## src/rtl/cpu_pkg.sv

```systemverilog
// Shared definitions for the ROM read-port arbiter slice.
//   ROM_AW  : ROM word-address width
//   DATA_W  : ROM word width
//   owner_e : response-pipe owner tag (which requester a ROM read belongs to)
package cpu_pkg;

    localparam int unsigned ROM_AW = 15;
    localparam int unsigned DATA_W = 32;

    typedef enum logic [1:0] {
        OWN_NONE = 2'd0,
        OWN_IF   = 2'd1,
        OWN_LD   = 2'd2
    } owner_e;

endpackage

```

## src/rtl/rom_resp_pipe.sv

```systemverilog
// Two-stage response pipe behind the shared ROM port.
// The grant cycle's tag enters S1. At the end of S1 the ROM word is captured
// into the owner's data register. S2 then drives that owner's valid/err pulse.
// Ports:
//   clock, resetn      : clock, async active-low reset (drops in-flight tags)
//   i_tag_owner        : owner of the read granted this cycle (OWN_NONE if idle)
//   i_tag_err          : granted LD read is misaligned (no ROM access made)
//   i_rom_data         : ROM output, valid in the cycle after the grant
//   o_if_rvalid/rdata  : IF response pulse and held data
//   o_ld_rvalid/err    : LD response pulse or misalignment error pulse
//   o_ld_rdata         : LD held data
module rom_resp_pipe #(
    parameter int unsigned DATA_W = cpu_pkg::DATA_W
) (
    input  logic                clock,
    input  logic                resetn,
    input  cpu_pkg::owner_e     i_tag_owner,
    input  logic                i_tag_err,
    input  logic [DATA_W-1:0]   i_rom_data,
    output logic                o_if_rvalid,
    output logic [DATA_W-1:0]   o_if_rdata,
    output logic                o_ld_rvalid,
    output logic                o_ld_err,
    output logic [DATA_W-1:0]   o_ld_rdata
);
    import cpu_pkg::*;

    owner_e              r_s1_owner;
    logic                r_s1_err;
    owner_e              r_s2_owner;
    logic                r_s2_err;
    logic [DATA_W-1:0]   r_if_rdata;
    logic [DATA_W-1:0]   r_ld_rdata;

    always_ff @(posedge clock or negedge resetn) begin
        if (!resetn) begin
            r_s1_owner <= OWN_NONE;
            r_s1_err   <= 1'b0;
            r_s2_owner <= OWN_NONE;
            r_s2_err   <= 1'b0;
            r_if_rdata <= '0;
            r_ld_rdata <= '0;
        end else begin
            r_s1_owner <= i_tag_owner;
            r_s1_err   <= i_tag_err;
            r_s2_owner <= r_s1_owner;
            r_s2_err   <= r_s1_err;
            // Only the owner's register moves; an errored LD never touched the ROM.
            if (r_s1_owner == OWN_IF)
                r_if_rdata <= i_rom_data;
            if (r_s1_owner == OWN_LD && !r_s1_err)
                r_ld_rdata <= i_rom_data;
        end
    end

    assign o_if_rvalid = (r_s2_owner == OWN_IF);
    assign o_ld_rvalid = (r_s2_owner == OWN_LD) && !r_s2_err;
    assign o_ld_err    = (r_s2_owner == OWN_LD) &&  r_s2_err;
    assign o_if_rdata  = r_if_rdata;
    assign o_ld_rdata  = r_ld_rdata;

endmodule

```

## src/rtl/rom_port_arbiter.sv

```systemverilog
// Shares the single synchronous ROM read port between instruction fetch (IF)
// and constant loads (LD). LD has fixed priority; IF is forced through after
// MAX_WAIT consecutive denied request cycles. Responses arrive 2 cycles after grant.
// Ports:
//   clock, resetn              : clock, async active-low reset
//   if_req/if_addr/if_gnt      : IF request, byte address (bits [1:0] ignored), grant
//   if_rvalid/if_rdata         : IF response pulse and held data
//   ld_req/ld_addr/ld_gnt      : LD request, byte address, grant
//   ld_rvalid/ld_err/ld_rdata  : LD response pulse, misalignment error pulse, held data
//   rom_en/rom_addr/rom_data   : ROM read port (data valid the cycle after rom_en)
module rom_port_arbiter #(
    parameter int unsigned ADDR_W   = 17,
    parameter int unsigned ROM_AW   = cpu_pkg::ROM_AW,
    parameter int unsigned DATA_W   = cpu_pkg::DATA_W,
    parameter int unsigned MAX_WAIT = 4
) (
    input  logic                clock,
    input  logic                resetn,
    input  logic                if_req,
    input  logic [ADDR_W-1:0]   if_addr,
    output logic                if_gnt,
    output logic                if_rvalid,
    output logic [DATA_W-1:0]   if_rdata,
    input  logic                ld_req,
    input  logic [ADDR_W-1:0]   ld_addr,
    output logic                ld_gnt,
    output logic                ld_rvalid,
    output logic                ld_err,
    output logic [DATA_W-1:0]   ld_rdata,
    output logic                rom_en,
    output logic [ROM_AW-1:0]   rom_addr,
    input  logic [DATA_W-1:0]   rom_data
);
    import cpu_pkg::*;

    localparam int unsigned WAIT_W = $clog2(MAX_WAIT + 1);

    logic [WAIT_W-1:0]  r_wait_cnt;
    logic               w_if_gnt;
    logic               w_ld_gnt;
    logic               w_ld_mis;
    logic               w_ld_rom;
    owner_e             w_tag_owner;
    logic               w_if_addr_unused;

    assign w_if_addr_unused = ^if_addr[1:0];

    assign w_ld_mis = (ld_addr[1:0] != 2'b00);
    assign w_if_gnt = if_req && (!ld_req || r_wait_cnt == WAIT_W'(MAX_WAIT));
    assign w_ld_gnt = ld_req && !w_if_gnt;
    // A misaligned LD is granted but never reaches the ROM.
    assign w_ld_rom = w_ld_gnt && !w_ld_mis;

    assign if_gnt = w_if_gnt;
    assign ld_gnt = w_ld_gnt;
    assign rom_en = w_if_gnt || w_ld_rom;

    always_comb begin
        rom_addr    = '0;
        w_tag_owner = OWN_NONE;
        if (w_if_gnt) begin
            rom_addr    = ROM_AW'(if_addr[ADDR_W-1:2]);
            w_tag_owner = OWN_IF;
        end else if (w_ld_gnt) begin
            w_tag_owner = OWN_LD;
            if (w_ld_rom)
                rom_addr = ROM_AW'(ld_addr[ADDR_W-1:2]);
        end
    end

    always_ff @(posedge clock or negedge resetn) begin
        if (!resetn) begin
            r_wait_cnt <= '0;
        end else if (if_req && !w_if_gnt) begin
            if (r_wait_cnt != WAIT_W'(MAX_WAIT))
                r_wait_cnt <= r_wait_cnt + 1'b1;
        end else begin
            r_wait_cnt <= '0;
        end
    end

    rom_resp_pipe #(
        .DATA_W (DATA_W)
    ) u_resp_pipe (
        .clock       (clock),
        .resetn      (resetn),
        .i_tag_owner (w_tag_owner),
        .i_tag_err   (w_ld_gnt && w_ld_mis),
        .i_rom_data  (rom_data),
        .o_if_rvalid (if_rvalid),
        .o_if_rdata  (if_rdata),
        .o_ld_rvalid (ld_rvalid),
        .o_ld_err    (ld_err),
        .o_ld_rdata  (ld_rdata)
    );

endmodule
```

## config.mk

```make
export PLATFORM = sky130hd
export DESIGN_NAME = rom_port_arbiter
export DESIGN_NICKNAME = d
export VERILOG_FILES = /design/src/rtl/cpu_pkg.sv /design/src/rtl/rom_resp_pipe.sv /design/src/rtl/rom_port_arbiter.sv
export SDC_FILE = /design/constraint.sdc
export NUM_CORES = 1
export LEC_CHECK = 0
export BUFFER_PORTS_ARGS = -buffer_cell sky130_fd_sc_hd__clkbuf_2
export CORE_MARGIN = 2
export CORE_UTILIZATION = 45
export DETAILED_ROUTE_END_ITERATION = 12
export PLACE_DENSITY = 0.8
export SLEW_MARGIN = 20
export SYNTH_ARGS = -nofsm -noshare
export SYNTH_HDL_FRONTEND = slang
export SYNTH_SLANG_ARGS = --single-unit
```

## constraint.sdc

```tcl
create_clock -name clock -period 2 [get_ports clock]
set_clock_uncertainty 0.1 [all_clocks]
set_input_delay 0.1 -clock clock [delete_from_list [all_inputs] [get_ports clock]]
set_output_delay 0.1 -clock clock [all_outputs]
set_load 0.02 [all_outputs]
```

==> flow_summary.toml, run 1 <==
[outcome]
outcome = "finished clean"

[setup_path]
critical_path_peak_fanout = 7
max_stage_delay_ps = 390
worstPathCellList = "inv_2, ha_4, nand2_4, a21boi_4, buf_6, a22o_1, buf_2"
cp.required_ps = 1800
critPathCaptureType = "output pin"
cp_slowest_cell = "dfrtp_1"
path_class = "register to output pin"
startpoint_type = "register"
arrival_ps = 1720

[floorplan]
chipHeight_um = 85.1
ios = 155
core_region_area_um2 = 6350
row_count = 29
die_w_um = 85.1
initial_core_util_pct = 46.6
die_area_um2 = 7230

[pwr]
ir_drop_v = 0.000849
p_leak_nw = 2.26
finalPower_mw = 4.39
powerDensity_nw_per_um2 = 976

[routing]
vias_per_cell = 4.85
drtIter0Drc = 40
drcViolationCount = 0
vias = 2270
routed_wirelength_mm = 7.31
firstDrtPassIters = 4
routedWlPerCell_um = 15.6
ant_nets = 0

[timing]
maxSlewHeadroom_pct = 41.2
rsz0062_at_grt = "true"
max_freq_mhz = 520
final_max_slew_viol_count = 0
setup_viol = 0
final.min_clock_period_ps = 1920
setup_slack_ps = 76.2
hold_violations = 0
period_share_pct = 96.2
tightest_slew_ps = 881

[place]
io_buffers = 152
dpl_cell_area_um2 = 3780
gp_congestion = 0.869
dp_slack_ps = 218
hpwl_mm = 5.06

[finish]
drive_gt1_share_pct = 63.2
regArea_um2 = 1830
fill_cells = 417
num_antenna_cells = 0
areaGrowthSynthToFinish_pct = 52.2
final_area_um2 = 4500
multi_input_area_um2 = 1060
nNetsFinal = 458

[yosys]
ys_seq_area_share_pct = 61.8
synth_seq_cells = 73
syn-cell-area_um2 = 2960
ys_types = 20
ys_warn_count = 0
avgSynthCellArea_um2 = 15.9
synthesis.nets = 258
syn-instance-count = 186

[clock_network]
clockRootBuffer = "clkbuf_8"
clk_path_buf_depth = 2
clkLatencyLatePin_ps = 340
cts_tree = "built"
cts_buffers = 9
cts.clk_slew.worst_paths_ps = 80
clock_sinks = 73
htree_num_levels = 3

[global_route]
grt_pass1_wl_mm = 11.5
grt_pass1_vias = 2410
track_usage_pct = 20.8
grt_overflow_total = 0
grt_max_degree = 74
antenna_found_initial = 0

[job]
drv_cap = 0

[hold_path]
hp-class = "input pin to register"
[report_power, final]
group          leakage [nW]  switching, mW  internal [mW]
Clock                 0.113          0.548          0.740
Sequential            0.866          0.142           1.74
Combinational          1.28          0.679          0.536
[worst paths after layout]
check / start / end / slack [ps] / cells after the start
max: r_wait_cnt[1] / rom_addr[2] / 80 / 7
min: ld_req / u_resp_pipe.r_s1_err / 30 / 2
max reg2reg: r_wait_cnt[1] / r_wait_cnt[1] / 310 / 7
min reg2reg: u_resp_pipe.r_s1_owner[1] / u_resp_pipe.r_s2_owner[1] / 330 / 0
max in group asynchronous: resetn / r_wait_cnt[2] / 900 / 2
min in group asynchronous: resetn / u_resp_pipe.o_ld_rdata[23] / 330 / 2
[metrics by stage]
step	utilization, %	cells	TNS [ps]	hold WS (ps)
final	70.9	468	0	34.6
after floorplan	-	186	0	-296
after detailed placement	59.5	411	0	185
after global placement	59.5	411	0	175
after CTS	69.8	466	0	7.69
after global routing	70.9	468	-18.8	27.8
[worst max-delay path, delay by kind of cell (launching register included)]
family | cells | cell delay [ps]
AND/OR/NAND/NOR | 1 | 50
flip-flops | 1 | 390
AO/OA/AOI/OAI | 2 | 390
buffers and inverters | 3 | 390
adder cells (fa/ha/maj) | 1 | 150
[cells by family (layout without fill, tap and decap cells)]
logic type / count (synthesis) / count (layout) / share of synthesized area [%]
AND/OR/NAND/NOR: 16 / 16 / 3.55
flip-flops: 73 / 73 / 61.8
AO/OA/AOI/OAI: 17 / 17 / 5.33
adder cells (fa/ha/maj): 2 / 2 / 0.846
buffers and inverters: 13 / 218 / 3.77
multiplexers: 65 / 65 / 24.7
[state kept, by name (all words and copies together), names as in the netlist]
name / count
u_resp_pipe.o_if_rdata: 32
u_resp_pipe.o_ld_rdata: 32
r_wait_cnt: 3
u_resp_pipe.r_s1_owner: 2
u_resp_pipe.r_s2_owner: 2
u_resp_pipe.r_s1_err: 1
u_resp_pipe.r_s2_err: 1
[cell usage in the layout, fill, tap and decap left out, types with 2 or more instances in the layout]
master	instances
a22o_4	2
nand3_1	2
nor3b_1	2
a22o_1	13
buf_4	10
clkbuf_8	10
dlygate4sd3_1	35
buf_2	4
bufinv_16	2
inv_2	2
buf_6	6
dfrtp_1	73
mux2_2	57
buf_12	2
clkbuf_2	141
nor2_1	3
mux2_1	7
nor2b_1	2
[synthesized netlist by cell type, drive strengths merged]
master	n	area, um2
inv	3	11.3
nand2b	2	12.5
and3b	1	8.76
nor2b	2	12.5
a21o	1	7.51
mux2	64	721
nand2	1	3.75
nand3	2	10.0
ha	2	25.0
and3	2	12.5
nor2	3	11.3
buf	10	100
a22o	15	131
nor3b	3	33.8
dfrtp	73	1830
a21boi	1	18.8
mux2i	1	10.0
[per-layer routing]
layer  up-vias  wire [um]  GRT usage (%)
li1       1072          -              -
met1      1082       2600           22.1
met2       108       4050           39.2
met3         8        583           6.71
met4         0         80           5.63
met5         -          0              0
[final cells by class]
type | instances | area share, %
inverter | 3 | 0.250
multi-input combinational | 100 | 23.6
clock inverter | 6 | 2.00
clock buffer | 10 | 3.06
timing repair buffer | 199 | 28.3
tap | 77 | 2.14
sequential | 73 | 40.6
[timing repair]
| action | CTS | global route |
|---|---|---|
| resized for setup | 8 | 26 |
| hold buffers | 35 | 0 |
| endpoints found under the hold margin | 140 | 0 |
| setup endpoints to repair | 14 | 16 |
| gates cloned | 0 | 1 |
| buffers inserted | 4 | 2 |
| pin swaps | 2 | 3 |
(Power assumes the default switching activity.)
==> inputs of run 2 (changes only) <==
--- a/config.mk
+++ b/config.mk
@@ -9,8 +9,10 @@
 export CORE_MARGIN = 2
 export CORE_UTILIZATION = 45
 export DETAILED_ROUTE_END_ITERATION = 12
+export GPL_TIMING_DRIVEN = 0
 export PLACE_DENSITY = 0.8
 export SLEW_MARGIN = 20
 export SYNTH_ARGS = -nofsm -noshare
 export SYNTH_HDL_FRONTEND = slang
+export SYNTH_HIERARCHICAL = 1
 export SYNTH_SLANG_ARGS = --single-unit
==> run 2 against run 1 <==
  * Sequential share of layout area down 0.98 points
  * Routed wire length decreased by 2.4%
  * Non-clock buffer count increased by 8
  * Hold slack worse by 8.4 ps
  * Register-to-register slack improved by 90 ps
  * Sequential cell count stayed put
  * Critical path type unchanged
==> flow_summary.toml, run 2 <==
[floorplan]
ios = 155
core_region_area_um2 = 6390
chipHeight_um = 85.4
row_count = 29
die_area_um2 = 7290
die_w_um = 85.4
initial_core_util_pct = 46.6

[timing]
final_max_slew_viol_count = 0
tightest_slew_ps = 403
rsz0062_at_grt = "true"
setup_slack_ps = 23.9
hold_slack_ps = 26.2
max_freq_mhz = 506
hold_violations = 0
final.min_clock_period_ps = 1980
maxSlewHeadroom_pct = 73.1
setup_viol = 0
period_share_pct = 98.8

[setup_path]
cp.required_ps = 1800
critPathCaptureType = "output pin"
arrival_ps = 1780
path_class = "register to output pin"
startpoint_type = "register"
critical_path_peak_fanout = 5
reg2reg_depth = 3

[pwr]
ir_drop_v = 0.000633
p_leak_nw = 2.30
p_comb_share_pct = 29.6
p_int_mw = 2.89
p_sw_mw = 1.33
seq_power_share_pct = 44.7
powerDensity_nw_per_um2 = 915
finalPower_mw = 4.22
power.clock.fraction_pct = 25.7
switching_share_pct = 31.4

[yosys]
synth_seq_cells = 73
synthXorXnorAreaFrac_pct = 0
avgSynthCellArea_um2 = 16.1
ys_warn_count = 6
yosysMostFrequentCell = "dfrtp_1"
syn-instance-count = 185
yosysTopAreaCell = "dfrtp_1"
synthMuxAreaShare_pct = 24.8
ys_seq_area_share_pct = 61.3
yosys_most_used_dff = "dfrtp_1"
ys_top_cells_by_count = "73 x dfrtp_1, 60 x mux2_2, 10 x a22o_1, 9 x buf_6, 5 x a22o_2"
synth_top_family_by_area = "multiplexers"
syn-cell-area_um2 = 2980
ys_top_cells_by_area = "dfrtp_1 61%, mux2_2 23%, buf_6 3.4%"
synth_top_area_share_pct = 61.3
synthAdderAreaFrac_pct = 0.840
ys_types = 25
synthSimpleGateAreaFrac_pct = 3.74
synth_compound_area_share_pct = 5.50
synthArstFlopShare_pct = 100
synth_edf_count = 0
synthesis.nets = 257

[place]
hpwl_mm = 4.62
io_buffers = 152
gp_congestion = 0.731
dp_slack_ps = 254

[global_route]
antenna_found_initial = 0
track_usage_pct = 19.5
grt_overflow_total = 0
grt_max_degree = 46
grt_pass1_wl_mm = 11.1
grt_pass1_vias = 2451

[routing]
routed_wirelength_mm = 7.13
drtIter0Drc = 41
vias = 2322
firstDrtPassIters = 4
routedWlPerCell_um = 15.0
vias_per_cell = 4.89
drcViolationCount = 0
ant_nets = 0

[clock_network]
clockRootBuffer = "clkbuf_8"
clock_sinks = 73
cts_buffers = 9
cts.clk_slew.worst_paths_ps = 70
clk_path_buf_depth = 2
clkLatencyLatePin_ps = 330
cts_tree = "built"
htree_num_levels = 3

[finish]
fill_cells = 441
nNetsFinal = 465
drive_gt1_share_pct = 65.1
final_common_cell = "clkbuf_2"
final_cell_mix = "136 x clkbuf_2, 73 x dfrtp_1, 60 x mux2_2"
num_antenna_cells = 0
areaGrowthSynthToFinish_pct = 54.8

[job]
drv_cap = 0

[hold_path]
worstHoldPathCells = 3
hp-class = "input pin to register"

[outcome]
outcome = "finished clean"
run 2: logic make-up (layout without fill, tap and decap cells):
group,count (synthesis),count (layout)
AOI/OAI and AO/OA,17,17
buffers and inverters,12,225
DFF,73,73
and+or+nand+nor,16,16
adders and majority gates,2,2
muxes,65,65
run 2: worst max-delay path, stage by stage, from the launching register on:
cell and delay [ps]:
dfrtp_1 390, inv_2 80, ha_4 150, buf_6 100
nand2_4 50, a21boi_4 230, buf_4 150, a22o_2 130
buf_2 160
run 2: through the flow:
step	TNS, ps	instances	util [%]	cell area, um2
final	0	475	72.2	4610
after global routing	-863	475	72.2	4610
after CTS	0	473	70.0	4470
after detailed placement	0	415	60.4	3860
after global placement	0	414	60.1	3840
after floorplan	0	185	-	2980
run 2: cell type report:
cell class / instances / area [um2] / area share, %
repair buffers: 198 / 1310 / 28.5
clock inverters: 5 / 56.3 / 1.22
multi-input cells: 100 / 1080 / 23.5
plain buffers: 9 / 95.1 / 2.06
well taps: 77 / 96.3 / 2.09
inverters: 2 / 7.51 / 0.163
flip-flops and latches: 73 / 1830 / 39.6
clock buffers: 11 / 131 / 2.85
run 2: final timing paths:
check / from / to / slack [ps]
setup / recovery: r_wait_cnt[0] / rom_addr[0] / 20
hold / removal: ld_addr[0] / u_resp_pipe/r_s1_err / 30
setup reg to reg: u_resp_pipe/r_s1_owner[0] / u_resp_pipe/o_ld_rdata[16] / 400
hold reg to reg: u_resp_pipe/r_s1_owner[1] / u_resp_pipe/r_s2_owner[1] / 320
max in group asynchronous: resetn / u_resp_pipe/o_ld_rdata[11] / 1070
min in group asynchronous: resetn / u_resp_pipe/o_ld_rdata[28] / 160
run 2: power by group through the flow:
stage	Combinational [mW]	Clock [mW]	Sequential, mW
6_report	1.25	1.09	1.88
4_1_cts	1.22	1.12	1.88
3_5_place_dp	1.15	0	1.91
5_1_grt	1.33	1.18	1.92
3_3_place_gp	1.13	0	1.90
2_1_floorplan	0.367	0	2.23
run 2: layer usage:
layer / wire (um) / global-route usage, % / up-vias
met2: 3740 / 33.9 / 97
met5: 0 / 0 / -
met3: 455 / 4.86 / 15
met4: 142 / 7.36 / 0
met1: 2800 / 23.3 / 1124
li1: - / - / 1086
run 2: repair_timing:
| action | 4_1_cts | 5_1_grt |
|---|---|---|
| resized for setup | 7 | 50 |
| hold buffers | 36 | 0 |
| cloned | 1 | 1 |
| setup endpoints to repair | 12 | 17 |
| pin swaps | 2 | 12 |
| buffers inserted | 6 | 1 |
| hold endpoints to repair | 124 | 0 |
==> inputs of run 3 (changes only) <==
--- a/config.mk
+++ b/config.mk
@@ -5,12 +5,13 @@
 export SDC_FILE = /design/constraint.sdc
 export NUM_CORES = 1
 export LEC_CHECK = 0
-export BUFFER_PORTS_ARGS = -buffer_cell sky130_fd_sc_hd__clkbuf_2
+export ABC_AREA = 1
+export BUFFER_PORTS_ARGS = -buffer_cell sky130_fd_sc_hd__buf_4
 export CORE_MARGIN = 2
-export CORE_UTILIZATION = 45
+export CORE_UTILIZATION = 47
 export DETAILED_ROUTE_END_ITERATION = 12
 export GPL_TIMING_DRIVEN = 0
-export PLACE_DENSITY = 0.8
+export PLACE_DENSITY = 0.81
 export SLEW_MARGIN = 20
 export SYNTH_ARGS = -nofsm -noshare
 export SYNTH_HDL_FRONTEND = slang
==> constraint.sdc (replaced) <==
create_clock -name clock -period 1.9 [get_ports clock]
set_clock_uncertainty 0.1 [all_clocks]
set_input_delay 0.095 -clock clock [delete_from_list [all_inputs] [get_ports clock]]
set_output_delay 0.095 -clock clock [all_outputs]
set_load 0.02 [all_outputs]
==> run 3 against run 2 <==
  * Critical path depth is 2 higher
  * Non-clock buffer count grew 15
  * Critical path type unchanged
  * Register-to-register slack got worse by 280 ps
  * Largest power group unchanged
  * Sequential power rose by 4%
  * Hold slack better by 150 ps
  * Power grew 7.0%
  * Largest cell class is now non-clock buffers
  * Via count up 46%
  * First-iteration DRC count rose to 4.1 times the previous value
  * Synthesized cell count rose by 98%
  * Critical endpoint is now rom_addr[10]
  * Die area is 6.1% higher
  * Global-route usage increased by 5.1 points
==> flow_summary.toml, run 3 <==
[floorplan]
chipHeight_um = 87.9
ios = 155
core_region_area_um2 = 6790
initial_core_util_pct = 48.7
die_area_um2 = 7730
die_w_um = 87.9
row_count = 30

[global_route]
antenna_found_initial = 0
grt_overflow_total = 0
track_usage_pct = 24.6
grt_pass1_wl_mm = 14.9
grt_max_degree = 74
grt_pass1_vias = 3262

[yosys]
ys_top_cells_by_area = "dfrtp_1 55%, nand2_1 17%, nand4_1 8.9%"
syn-cell-area_um2 = 3310
ys_types = 24
synth_compound_area_share_pct = 0.227
synthArstFlopShare_pct = 100
synthAdderAreaFrac_pct = 0.756
avgSynthCellArea_um2 = 9.02
ys_top_cells_by_count = "152 x nand2_1, 73 x dfrtp_1, 47 x nand4_1, 32 x nand3_1, 14 x buf_2"
synthesis.nets = 439
ys_seq_area_share_pct = 55.2
synth_top_area_share_pct = 55.2
synth_seq_cells = 73
synth_edf_count = 0
yosysTopAreaCell = "dfrtp_1"
syn-instance-count = 367
synthMuxAreaShare_pct = 0
yosysMostFrequentCell = "nand2_1"
synth_top_family_by_area = "simple AND/OR/NAND/NOR gates"
synthXorXnorAreaFrac_pct = 0.265
yosys_most_used_dff = "dfrtp_1"
ys_warn_count = 6
synthSimpleGateAreaFrac_pct = 35.6

[timing]
final.min_clock_period_ps = 1860
period_share_pct = 98.1
final_max_slew_viol_count = 0
setup_viol = 0
rsz0062_at_grt = "true"
setup_slack_ps = 36.7
hold_slack_ps = 180
maxSlewHeadroom_pct = 40.0
setup_tns_ps = 0
hold_violations = 0
max_freq_mhz = 537
tightest_slew_ps = 900

[setup_path]
critPathCaptureType = "output pin"
critical_path_peak_fanout = 8
r2r_slack_ps = 120
cp.required_ps = 1700
worstPathCellList = "inv_2, ha_4, nand2_4, nand2_4, nand2_8, clkinv_8, buf_12, nand2_2, nand2_2, buf_6"
reg2reg_depth = 7
worstSetupStartpoint = "r_wait_cnt[0]"
arrival_ps = 1670
cp_slowest_cell = "dfrtp_1"
max_stage_delay_ps = 390
r2r-end = "r_wait_cnt[0]"
crit-reg2reg-launch = "r_wait_cnt[0]"
path_class = "register to output pin"
startpoint_type = "register"

[pwr]
finalPower_mw = 4.51
p_sw_mw = 1.52
seq_power_share_pct = 43.4
switching_share_pct = 33.6
powerDensity_nw_per_um2 = 855
power.clock.fraction_pct = 23.6
p_int_mw = 3.00
p_comb_share_pct = 33.1
ir_drop_v = 0.000470
p_leak_nw = 2.85

[clock_network]
clock_sinks = 73
clkLatencyLatePin_ps = 330
cts_buffers = 9
htree_num_levels = 3
cts_tree = "built"
clk_path_buf_depth = 2
cts.clk_slew.worst_paths_ps = 70
clockRootBuffer = "clkbuf_8"

[routing]
routedWlPerCell_um = 14.6
drcViolationCount = 0
vias = 3400
routed_wirelength_mm = 9.78
ant_nets = 0
firstDrtPassIters = 4
drtIter0Drc = 167
vias_per_cell = 5.06

[place]
io_buffers = 151
dp_slack_ps = 334
hpwl_mm = 6.45
placed_cells = 614
dpl_cell_area_um2 = 4560
gp_congestion = 0.793

[job]
drv_cap = 0

[hold_path]
hold_start = "ld_addr[0]"
worstHoldPathCells = 4
holdPathEnd = "u_resp_pipe/r_s1_err"
hp-class = "input pin to register"

[finish]
finalNonFillerCells = 672
final_cell_mix = "153 x buf_4, 146 x nand2_1, 73 x dfrtp_1"
areaGrowthSynthToFinish_pct = 59.4
final_common_cell = "buf_4"
drive_gt1_share_pct = 39.8
finish.utilization_pct = 77.7
num_antenna_cells = 0
nNetsFinal = 645
final_area_um2 = 5280

[outcome]
outcome = "finished clean"
[run 3: worst max-delay path: cells and delay by family (launching register included)]
family,cells,cell delay [ps]
flip-flops,1,390
AND/OR/NAND/NOR,5,380
adder cells (fa/ha/maj),1,160
buffers and inverters,4,410
[run 3: layout make-up]
class	instances	area (um2)
buffer	28	218
clock buffer	11	151
clock inverter	3	17.5
fill	469	1520
inverter	10	55.1
multi-input combinational	256	1260
sequential	73	1830
tap	96	120
timing repair buffer	194	1620
timing repair inverter	1	8.76
[run 3: logic make-up after synthesis]
family | Yosys count
buffers and inverters | 38
adders and majority gates | 2
and+or+nand+nor | 252
xor gates and xnor gates | 1
DFF | 73
AOI/OAI and AO/OA | 1
[run 3: power groups by stage]
stage	clock [mW]	combinational (mW)	sequential (mW)
finish	1.06	1.49	1.96
detailed placement	0	1.39	1.98
CTS	1.09	1.45	1.95
global placement	0	1.36	1.97
floorplan	0	0.394	2.27
global route	1.15	1.61	1.99
[run 3: repair_timing]
item,4_1_cts,5_1_grt
gates resized for setup,1,24
endpoints found under the hold margin,142,0
gates cloned,0,3
setup buffers,0,5
pin swaps,0,3
hold buffers,36,0
setup endpoints to repair,1,11
[run 3: how the worst max path moves through the flow]
stage	depth (start not counted)	slack, ps	end
after floorplan	8	340	u_resp_pipe/r_s1_owner[1]
after global placement	9	390	ld_gnt
after detailed placement	9	330	ld_gnt
after CTS	9	5	ld_gnt
after global routing	9	-40	rom_addr[11]
final	10	40	rom_addr[10]
[run 3: per-layer routing]
metal  up-vias  global-route usage, %  share of wire [%]
met5         -                      0                  0
met4         0                   11.0                2.5
met3        27                   4.43                5.0
met2       139                   41.3                 51
met1      1603                   31.2                 42
li1       1631                      -                  -
